$ cat config.mk
export PLATFORM = sky130hd
export DESIGN_NAME = mem_port_arbiter
export DESIGN_NICKNAME = d
export VERILOG_FILES = /design/src/rtl/mem_port_arbiter.sv
export SDC_FILE = /design/constraint.sdc
export NUM_CORES = 1
export LEC_CHECK = 0
export BUFFER_PORTS_ARGS = -buffer_cell sky130_fd_sc_hd__buf_4
export CAP_MARGIN = 20
export CORE_ASPECT_RATIO = 1.1
export CORE_MARGIN = 5
export CORE_UTILIZATION = 42
export DETAILED_ROUTE_END_ITERATION = 6
export GPL_TIMING_DRIVEN = 0
export PLACE_DENSITY = 0.77
export SYNTH_ARGS = -nofsm -noshare
export SYNTH_HDL_FRONTEND = slang
export SYNTH_SLANG_ARGS = --single-unit
$ cat constraint.sdc
create_clock -name clk -period 1.55 [get_ports clk]
set_input_delay 0.2325 -clock clk [delete_from_list [all_inputs] [get_ports clk]]
set_output_delay 0.2325 -clock clk [all_outputs]
set_load 0.05 [all_outputs]
$ cat src/rtl/mem_port_arbiter.sv
// Arbitrates one single-port unified memory between instruction fetch and the MEM stage.
// Optional fetch anti-starvation counter is compiled in with `define ARB_FAIR_EN.
module mem_port_arbiter #(
  parameter int AW         = 32,
  parameter int DW         = 32,
  parameter int FAIR_LIMIT = 4
) (
  input  logic          clk,
  input  logic          rst_n,
  input  logic          if_req,
  input  logic [AW-1:0] if_addr,
  output logic [DW-1:0] if_rdata,
  output logic          if_ack,
  input  logic          d_req,
  input  logic          d_we,
  input  logic [AW-1:0] d_addr,
  input  logic [DW-1:0] d_wdata,
  output logic [DW-1:0] d_rdata,
  output logic          d_ack,
  output logic          mem_req,
  output logic          mem_we,
  output logic [AW-1:0] mem_addr,
  output logic [DW-1:0] mem_wdata,
  input  logic [DW-1:0] mem_rdata,
  input  logic          mem_ready,
  output logic          if_stall,
  output logic          d_stall,
  output logic          busy
);

  typedef enum logic [1:0] {IDLE, DBUSY, IBUSY, DONE} arbState;

  arbState stateReg, stateNext;
  logic    grantData, grantFetch;
  logic    fetchTurn;
  logic    accessDone;

  if (FAIR_LIMIT < 1 || FAIR_LIMIT > 15) begin : gBadLimit
    $error("FAIR_LIMIT must lie in 1..15");
  end

`ifdef ARB_FAIR_EN
  logic [3:0] starveReg, starveNext;

  // Counts data grants that overtook a waiting fetch; at the limit the fetch takes the next slot.
  assign fetchTurn = if_req && (starveReg == 4'(FAIR_LIMIT));

  always_comb begin
    starveNext = starveReg;
    if (grantFetch) begin
      starveNext = 4'd0;
    end else if (grantData && if_req) begin
      starveNext = starveReg + 4'd1;
    end else if (stateReg == IDLE && !if_req) begin
      starveNext = 4'd0;
    end
  end

  always_ff @(posedge clk or negedge rst_n) begin
    if (!rst_n) begin
      starveReg <= 4'd0;
    end else begin
      starveReg <= starveNext;
    end
  end
`else
  assign fetchTurn = 1'b0;
`endif

  // Data normally wins: the MEM-stage instruction is older than the one being fetched.
  always_comb begin
    stateNext  = stateReg;
    grantData  = 1'b0;
    grantFetch = 1'b0;
    case (stateReg)
      IDLE: begin
        if (d_req && !fetchTurn) begin
          grantData = 1'b1;
          stateNext = DBUSY;
        end else if (if_req) begin
          grantFetch = 1'b1;
          stateNext  = IBUSY;
        end
      end
      DBUSY, IBUSY: begin
        if (mem_ready) begin
          stateNext = DONE;
        end
      end
      DONE:    stateNext = IDLE;
      default: stateNext = IDLE;
    endcase
  end

  assign accessDone = mem_ready && (stateReg == DBUSY || stateReg == IBUSY);

  always_ff @(posedge clk or negedge rst_n) begin
    if (!rst_n) begin
      stateReg  <= IDLE;
      mem_req   <= 1'b0;
      mem_we    <= 1'b0;
      mem_addr  <= '0;
      mem_wdata <= '0;
      if_rdata  <= '0;
      d_rdata   <= '0;
      if_ack    <= 1'b0;
      d_ack     <= 1'b0;
    end else begin
      stateReg <= stateNext;
      // Acks are high exactly while the FSM sits in DONE.
      if_ack   <= mem_ready && (stateReg == IBUSY);
      d_ack    <= mem_ready && (stateReg == DBUSY);

      if (grantData) begin
        mem_req   <= 1'b1;
        mem_we    <= d_we;
        mem_addr  <= d_addr;
        mem_wdata <= d_wdata;
      end else if (grantFetch) begin
        mem_req  <= 1'b1;
        mem_we   <= 1'b0;
        mem_addr <= if_addr;
      end else if (accessDone) begin
        mem_req <= 1'b0;
        mem_we  <= 1'b0;
      end

      if (mem_ready && stateReg == DBUSY && !mem_we) begin
        d_rdata <= mem_rdata;
      end
      if (mem_ready && stateReg == IBUSY) begin
        if_rdata <= mem_rdata;
      end
    end
  end

  assign if_stall = if_req & ~if_ack;
  assign d_stall  = d_req & ~d_ack;
  assign busy     = (stateReg != IDLE);

endmodule

==> flow_metrics.env, run 1 <==
export IMPL_gp_congestion=0.753
export IMPL_worst_path_dominant_cell_family="buffers and inverters"
export IMPL_die_y_microns=131
export IMPL_outcome="finished with violations"
export IMPL_viasPerCell=4.83
export IMPL_worstPathRequired_ns=1.83
export IMPL_yosys_top_cells_area="dfrtp_1 (60%), mux2_2 (20%), mux2_4 (7.5%)"
export IMPL_routedWlPerCell_microns=19.3
export IMPL_syn_num_nets=482
export IMPL_finalSetupViolations=95
export IMPL_slew_viol_final=0
export IMPL_layout_common_cells="buf_4 (278), dfrtp_1 (133), mux2_2 (85)"
export IMPL_grt_max_degree=79
export IMPL_grt_usage=0.192
export IMPL_layout_commonest_cell="buf_4"
export IMPL_maxCapViolCount=0
export IMPL_diodes=0
export IMPL_portBuffers=268
export IMPL_yosysUniqueCellTypes=21
export IMPL_min_period_ns=1.70
export IMPL_fin_crit_sh=1.10
export IMPL_netlist_area_leader_share=0.600
export IMPL_cts_buffer_depth=2
export IMPL_start_util=0.425
export IMPL_final_antenna_net_count=0
export IMPL_drive_gt1_frac=0.723
export IMPL_crit_path_top_delay_cell="dfrtp_1"
export IMPL_clock_latency_ns=0.41
export IMPL_cts_num_sinks=134
export IMPL_cts_buffers=17
export IMPL_rows=44
export IMPL_worstSetupPathType="flop to flop"
export IMPL_grt_antenna_before_repair=0
export IMPL_place_area_sq_mm=0.00791
export IMPL_synth_cell_area_sq_mm=0.00559
export IMPL_via_count=4038
export IMPL_dp_hpwl_microns=11400
export IMPL_critPathMaxStageDelay_ns=0.39
export IMPL_rsz0062_at_grt="yes"
export IMPL_cts_root_buf="clkbuf_16"
export IMPL_grt_pass1_wl_microns=23400
export IMPL_place_ws_ns=-0.216
export IMPL_dr_pass1_iters=4
export IMPL_synth_largest_area_cell="dfrtp_1"
export IMPL_grt_pass1_vias=4475
export IMPL_path_max_fanout=10
export IMPL_core_sq_mm=0.0132
export IMPL_finalHoldViolations=0
export IMPL_synth_seq_cells=134
export IMPL_fin_area_sq_mm=0.00920
export IMPL_dieArea_sq_mm=0.0157
export IMPL_grt_overflow=0
export IMPL_worst_path_buf_inv=3
export IMPL_slew_headroom=0.639
export IMPL_area_delta_synth_final_pct=64.5
export IMPL_cp_start_kind="flop"
export IMPL_seq_area_frac_synth=0.600
export IMPL_dr_first_iter_drc_count=119
export IMPL_endpoint_kind="flop"
export IMPL_clock_skew_ns=0.00596
export IMPL_syn_mean_instance_area_sq_um=16.3
export IMPL_crit_chain="inv_2 > ha_4 > nor2b_4 > a22o_1 > buf_6 > buf_12 > mux2_4"
export IMPL_failed_checks="setup timing"
export IMPL_die_width_microns=120
export IMPL_setup_ws_ns=-0.148
export IMPL_h_tree_depth=4
export IMPL_crit_arrival_ns=1.98
export IMPL_final_nets=800
export IMPL_tritoncts="built"
export IMPL_max_clock_freq_mhz=589
export IMPL_postRouteWirelength_microns=16200
export IMPL_syn_inst=344
export IMPL_clk_pin_slew_ns=0.06
export IMPL_num_io_pins=269
export IMPL_hp_class="input port to flop"
export IMPL_drc_errors=0
export IMPL_yosysWarnings=0
export IMPL_worst_pin_slew_ns=0.541
state kept, by name, summed over array words and instances (netlist names), 2 cells and up:
| name | cells |
|---|---|
| d_rdata | 32 |
| stateReg | 2 |
| mem_wdata | 32 |
| if_rdata | 32 |
| mem_addr | 32 |
per-stage QoR:
| stage | std cells | utilization | hold WS [ns] | TNS (ns) |
|---|---|---|---|---|
| 3_5_place_dp | 774 | 0.601 | 0.230 | -18.76 |
| 5_1_grt | 836 | 0.699 | 0.0323 | -16.14 |
| 6_report | 836 | 0.699 | 0.0476 | -8.70 |
| 2_1_floorplan | 344 | - | -0.0631 | -1.92 |
| 4_1_cts | 817 | 0.667 | 0.0344 | -6.70 |
| 3_3_place_gp | 773 | 0.599 | 0.453 | -41.91 |
cell type report:
| type | count | area (sq um) |
|---|---|---|
| Buffer | 16 | 274 |
| Clock buffer | 22 | 474 |
| Clock inverter | 10 | 145 |
| Fill cell | 922 | 3960 |
| Inverter | 5 | 18.8 |
| Multi-Input combinational cell | 189 | 2250 |
| Sequential cell | 134 | 3350 |
| Tap cell | 161 | 201 |
| Timing Repair Buffer | 299 | 2480 |
cell usage after synthesis, drive strengths merged:
cell / count
mux2: 160
dfrtp: 134
buf: 16
nand2: 6
inv: 5
ha: 4
nand2b: 3
nor2b: 3
o21ai: 3
a21oi: 2
nand3: 2
a211oi: 1
a21o: 1
a22o: 1
and2: 1
clkbuf: 1
nor2: 1
routing by layer:
layer	routed length (microns)	global-route usage	up-vias
li1	-	-	1845
met1	5790	0.208	1987
met2	8400	0.330	186
met3	1750	0.0990	20
met4	220	0.0586	0
met5	0	0	-
kinds of logic (layout without fill, tap and decap cells):
family / Yosys count / in the layout / share of synthesized area
buf+inv: 22 / 352 / 0.0262
fa+ha+maj: 4 / 4 / 0.00895
compound gates: 8 / 8 / 0.00873
simple gates: 16 / 17 / 0.0157
flops: 134 / 134 / 0.600
mux: 160 / 160 / 0.341
repair_timing:
action / CTS / global route
pin swaps: 0 / 4
hold buffers: 1 / 0
hold endpoints to repair: 56 / 0
setup buffers: 9 / 12
setup endpoints to repair: 124 / 126
gates cloned: 1 / 8
gates resized for setup: 40 / 31
path summary, 6_finish.rpt:
path                                    startpoint                  endpoint  slack (ns)  depth (start not counted)
min                                   mem_rdata[8]    d_rdata[8]$_DFFE_PN0P_        0.05                          2
max                        stateReg[1]$_DFFE_PN0P_  mem_addr[18]$_DFFE_PN0P_       -0.15                          7
max in group asynchronous                    rst_n   mem_addr[8]$_DFFE_PN0P_        0.44                          3
max reg2reg                stateReg[1]$_DFFE_PN0P_  mem_addr[18]$_DFFE_PN0P_       -0.15                          7
min in group asynchronous                    rst_n  if_rdata[12]$_DFFE_PN0P_        0.35                          2
min reg2reg                d_rdata[10]$_DFFE_PN0P_   d_rdata[10]$_DFFE_PN0P_        0.49                          1
Power of run 1 is not shown: default switching activity piles up to over one toggle a cycle in this logic, so the estimate is an artifact.
==> run 2: changes to the inputs <==
Settings changed: ABC_AREA set to 0, CELL_PAD_IN_SITES_DETAIL_PLACEMENT set to 0, CELL_PAD_IN_SITES_GLOBAL_PLACEMENT set to 2, CORE_UTILIZATION 42 to 27, PLACE_DENSITY 0.77 to not set, PLACE_DENSITY_LB_ADDON set to 0.1.
==> flow_metrics.env, run 2 (synthesis gave the netlist of run 1 again) <==
export IMPL_outcome="finished with violations"
export IMPL_failed_checks="setup timing"
export IMPL_drive_gt1_frac=0.725
export IMPL_num_io_pins=269
export IMPL_dieArea_sq_mm=0.0237
export IMPL_slew_headroom=0.470
export IMPL_worst_r2r_path_depth=7
export IMPL_crit_path_top_delay_cell="dfrtp_1"
export IMPL_regArea_sq_mm=0.00335
export IMPL_layout_commonest_cell="buf_4"
export IMPL_grt_max_degree=83
export IMPL_final_nets=806
export IMPL_p_leak_nw=4.51
export IMPL_diodes=0
export IMPL_rsz0062_at_grt="yes"
export IMPL_core_sq_mm=0.0205
export IMPL_finalNonFillerCells=936
export IMPL_portBuffers=268
export IMPL_worstSetupPathType="flop to flop"
export IMPL_peakVddDrop_uv=1210
export IMPL_dp_hpwl_microns=11900
export IMPL_crit_chain="inv_2 > ha_4 > nor2b_4 > a22o_4 > buf_12 > clkbuf_16 > mux2_4"
export IMPL_worstReg2RegEnd="mem_addr[18]$_DFFE_PN0P_"
export IMPL_worstPathRequired_ns=1.84
export IMPL_dp_cells=869
export IMPL_clock_latency_ns=0.41
export IMPL_fin_crit_sh=1.12
export IMPL_cp_start_kind="flop"
export IMPL_min_period_ns=1.73
export IMPL_gp_congestion=0.708
export IMPL_multi_input_area_sq_mm=0.00218
export IMPL_dr_first_iter_drc_count=54
export IMPL_grt_pass1_vias=4397
export IMPL_grt_pass1_wl_microns=24800
export IMPL_viasPerCell=4.31
export IMPL_path_max_fanout=5
export IMPL_cts_buffer_depth=2
export IMPL_worst_path_buf_inv=3
export IMPL_grt_overflow=0
export IMPL_max_clock_freq_mhz=577
export IMPL_crit_arrival_ns=2.02
export IMPL_setup_ws_ns=-0.182
export IMPL_maxCapViolCount=0
export IMPL_min_delay_start="mem_rdata[13]"
export IMPL_h_tree_depth=4
export IMPL_tritoncts="built"
export IMPL_final_antenna_net_count=0
export IMPL_place_ws_ns=-0.276
export IMPL_area_delta_synth_final_pct=66.7
export IMPL_start_util=0.273
export IMPL_via_count=4034
export IMPL_layout_common_cells="buf_4 (283), dfrtp_1 (133), mux2_2 (94)"
export IMPL_reg2reg_setup_slack_ns=-0.18
export IMPL_finalHoldViolations=0
export IMPL_fillers=1906
export IMPL_die_y_microns=161
export IMPL_endpoint_kind="flop"
export IMPL_clk_pin_slew_ns=0.06
export IMPL_worst_pin_slew_ns=0.795
export IMPL_worst_path_dominant_cell_family="flip-flops"
export IMPL_critPathMaxStageDelay_ns=0.39
export IMPL_slew_viol_final=0
export IMPL_clock_skew_ns=0.00857
export IMPL_finalSetupViolations=128
export IMPL_grt_antenna_before_repair=0
export IMPL_die_width_microns=147
export IMPL_dr_pass1_iters=4
export IMPL_min_to="d_rdata[13]$_DFFE_PN0P_"
export IMPL_routedWlPerCell_microns=17.7
export IMPL_cts_root_buf="clkbuf_16"
export IMPL_r2r_start="stateReg[0]$_DFFE_PN0P_"
export IMPL_hp_class="input port to flop"
export IMPL_postLayoutCoreUtil=0.455
export IMPL_rows=55
export IMPL_cts_num_sinks=134
export IMPL_cts_buffers=17
export IMPL_drc_errors=0
export IMPL_grt_usage=0.134
export IMPL_power_density_mw_per_mm2=2750
export IMPL_worst_hold_slack_ns=0.0402
export IMPL_postRouteWirelength_microns=16600
export IMPL_whs_path_depth=2
[run 2: cell count changes in the layout (fill, tap and decap cells not counted), sizes merged]
cell	change
buf	+7
clkbuf	-4
inv	+3
clkinv	-1
clkinvlp	+1
nand2	-1
[run 2: layer usage]
layer,routed length [microns],track usage,share of wire
met1,6700,0.159,0.40
met2,8040,0.214,0.48
met4,139,0.0381,0.0084
met3,1700,0.0680,0.10
met5,0,0,0
[run 2: area by class of cell]
cell class / count / area share
plain buffers: 17 / 0.0325
clock buffers: 18 / 0.0471
clock inverters: 13 / 0.0183
inverters: 5 / 0.00201
multi-input cells: 188 / 0.234
flip-flops and latches: 134 / 0.360
well taps: 256 / 0.0344
repair buffers: 305 / 0.272
[run 2: worst max-delay path by stage]
stage                             from                       end  slack, ns  cells past startpoint
6_report       stateReg[0]$_DFFE_PN0P_  mem_addr[18]$_DFFE_PN0P_      -0.18                      7
5_1_grt        stateReg[0]$_DFFE_PN0P_  mem_addr[18]$_DFFE_PN0P_      -0.22                      7
4_1_cts        stateReg[1]$_DFFE_PN0P_   d_rdata[27]$_DFFE_PN0P_      -0.19                      8
3_5_place_dp   stateReg[0]$_DFFE_PN0P_  if_rdata[26]$_DFFE_PN0P_      -0.28                      5
3_3_place_gp                     rst_n        mem_we$_DFFE_PN0P_      -0.46                      1
2_1_floorplan  stateReg[0]$_DFFE_PN0P_  mem_addr[10]$_DFFE_PN0P_      -0.07                      7
[run 2: through the flow]
step	power [mW]	cell area, sq um	TNS, ns
after global placement	20.2	8000	-64.24
after CTS	25.3	8960	-8.41
final	25.6	9320	-13.80
after global routing	26.8	9320	-20.14
after detailed placement	20.3	8030	-23.45
after floorplan	16.0	5660	-1.92
[run 2: worst register-to-register path, cell delays in order, from the launching register on]
cell and delay, ns:
dfrtp_1 0.39, inv_2 0.09, ha_4 0.17, nor2b_4 0.12
a22o_4 0.24, buf_12 0.15, clkbuf_16 0.16, mux2_4 0.29
[run 2: report_power, final]
group	switching, mW	total, mW	internal [mW]	leakage (nW)
registers	0.950	6.26	5.31	1.59
logic	9.13	15.2	6.03	2.63
clock network	1.59	4.17	2.59	0.290
[run 2: what timing repair did]
action                                  CTS  global route
gates resized for setup                  41            19
cloned                                    2             7
endpoints found under the hold margin    81             0
buffers inserted                         13            13
pin swaps                                 0             6
endpoints found under the setup margin  124           112
hold buffers                              1             0
Power figures use the tool's default switching activity.
==> run 3: changes to the inputs <==
Settings changed: ABC_CLOCK_PERIOD_IN_PS set to 1550, PLACE_DENSITY set to 0.82, PLACE_DENSITY_LB_ADDON 0.1 to not set.
==> flow_metrics.env, run 3 (synthesis gave the netlist of run 1 again) <==
export IMPL_final_antenna_net_count=0
export IMPL_viasPerCell=4.34
export IMPL_place_area_sq_mm=0.00803
export IMPL_diodes=0
export IMPL_layout_commonest_cell="buf_4"
export IMPL_min_period_ns=1.69
export IMPL_grt_pass1_vias=4635
export IMPL_gp_congestion=0.770
export IMPL_outcome="finished with violations"
export IMPL_area_delta_synth_final_pct=64.3
export IMPL_grt_usage=0.135
export IMPL_fin_crit_sh=1.09
export IMPL_worst_pin_slew_ns=0.575
export IMPL_grt_max_degree=77
export IMPL_h_tree_depth=4
export IMPL_dieArea_sq_mm=0.0237
export IMPL_dr_first_iter_drc_count=79
export IMPL_cts_buffers=17
export IMPL_portBuffers=268
export IMPL_die_width_microns=147
export IMPL_crit_arrival_ns=1.98
export IMPL_tritoncts="built"
export IMPL_slew_headroom=0.617
export IMPL_grt_antenna_before_repair=0
export IMPL_rows=55
export IMPL_worstPathRequired_ns=1.83
export IMPL_dp_hpwl_microns=12200
export IMPL_postRouteWirelength_microns=16500
export IMPL_grt_pass1_wl_microns=25500
export IMPL_endpoint_kind="flop"
export IMPL_clock_latency_ns=0.41
export IMPL_layout_common_cells="buf_4 (278), dfrtp_1 (132), mux2_2 (71)"
export IMPL_slew_viol_final=0
export IMPL_rsz0062_at_grt="yes"
export IMPL_finalSetupViolations=96
export IMPL_path_max_fanout=10
export IMPL_hp_class="input port to flop"
export IMPL_start_util=0.273
export IMPL_dr_pass1_iters=4
export IMPL_whs_path_depth=2
export IMPL_routedWlPerCell_microns=17.8
export IMPL_max_clock_freq_mhz=591
export IMPL_cp_start_kind="flop"
export IMPL_fin_area_sq_mm=0.00919
export IMPL_grt_overflow=0
export IMPL_worst_r2r_path_depth=6
export IMPL_postLayoutCoreUtil=0.448
export IMPL_via_count=4005
export IMPL_place_ws_ns=-0.295
export IMPL_cts_buffer_depth=2
export IMPL_drc_errors=0
export IMPL_maxCapViolCount=0
export IMPL_worst_hold_slack_ns=0.0465
export IMPL_clk_pin_slew_ns=0.06
export IMPL_core_sq_mm=0.0205
export IMPL_clock_skew_ns=0.00545
export IMPL_cts_num_sinks=134
export IMPL_failed_checks="setup timing"
export IMPL_setup_ws_ns=-0.143
export IMPL_die_y_microns=161
export IMPL_worstSetupPathType="flop to flop"
export IMPL_num_io_pins=269
export IMPL_drive_gt1_frac=0.733
export IMPL_cts_root_buf="clkbuf_16"
export IMPL_finalHoldViolations=0
export IMPL_final_nets=792
-- run 3: cell count changes in the layout (fill, tap and decap cells not counted), sizes merged --
cell,before,now
bufinv,3,2
clkinv,3,2
inv,9,10
buf,314,306
clkbuf,25,21
-- run 3: per-layer routing --
metal  share of wire  track usage
met1            0.37        0.145
met2            0.51        0.238
met3            0.10       0.0686
met4           0.014       0.0347
met5               0            0
-- run 3: worst paths after layout --
check                                              from                        to  slack [ns]
min in group asynchronous                         rst_n  mem_wdata[3]$_DFFE_PN0P_        0.39
worst min register to register      mem_req$_DFFE_PN0P_       mem_req$_DFFE_PN0P_        0.49
worst max register to register  stateReg[0]$_DFFE_PN0P_  mem_addr[24]$_DFFE_PN0P_       -0.14
max in group asynchronous                         rst_n   d_rdata[17]$_DFFE_PN0P_        0.38
worst max-delay path            stateReg[0]$_DFFE_PN0P_  mem_addr[24]$_DFFE_PN0P_       -0.14
worst min-delay path                      mem_rdata[12]   d_rdata[12]$_DFFE_PN0P_        0.05
-- run 3: stage by stage --
step | std cells | TNS (ns)
detailed placement | 869 | -25.86
floorplan | 344 | -1.92
CTS | 920 | -9.04
finish | 923 | -7.58
global route | 923 | -12.09
global placement | 868 | -53.54
-- run 3: repair_timing --
item	in CTS	in global routing
gates resized for setup	70	24
gates cloned	2	1
pin swaps	1	2
hold buffers	1	0
setup endpoints to repair	125	129
setup buffers	16	8
hold endpoints to repair	58	0
-- run 3: final cells by class --
| type | instances | area (sq um) |
|---|---|---|
| Clock inverter | 12 | 143 |
| Inverter | 5 | 23.8 |
| Fill cell | 1918 | 11300 |
| Tap cell | 256 | 320 |
| Timing Repair Buffer | 293 | 2320 |
| Buffer | 15 | 244 |
| Sequential cell | 134 | 3360 |
| Clock buffer | 20 | 457 |
| Multi-Input combinational cell | 188 | 2330 |
-- run 3: critical path, cell delays in order (launching register included) --
cell	delay, ns
dfrtp_2	0.44
inv_4	0.10
ha_4	0.19
nand2_8	0.09
buf_6	0.16
mux2_1	0.33
mux2_4	0.27
Power of run 3 is left out for the same reason.
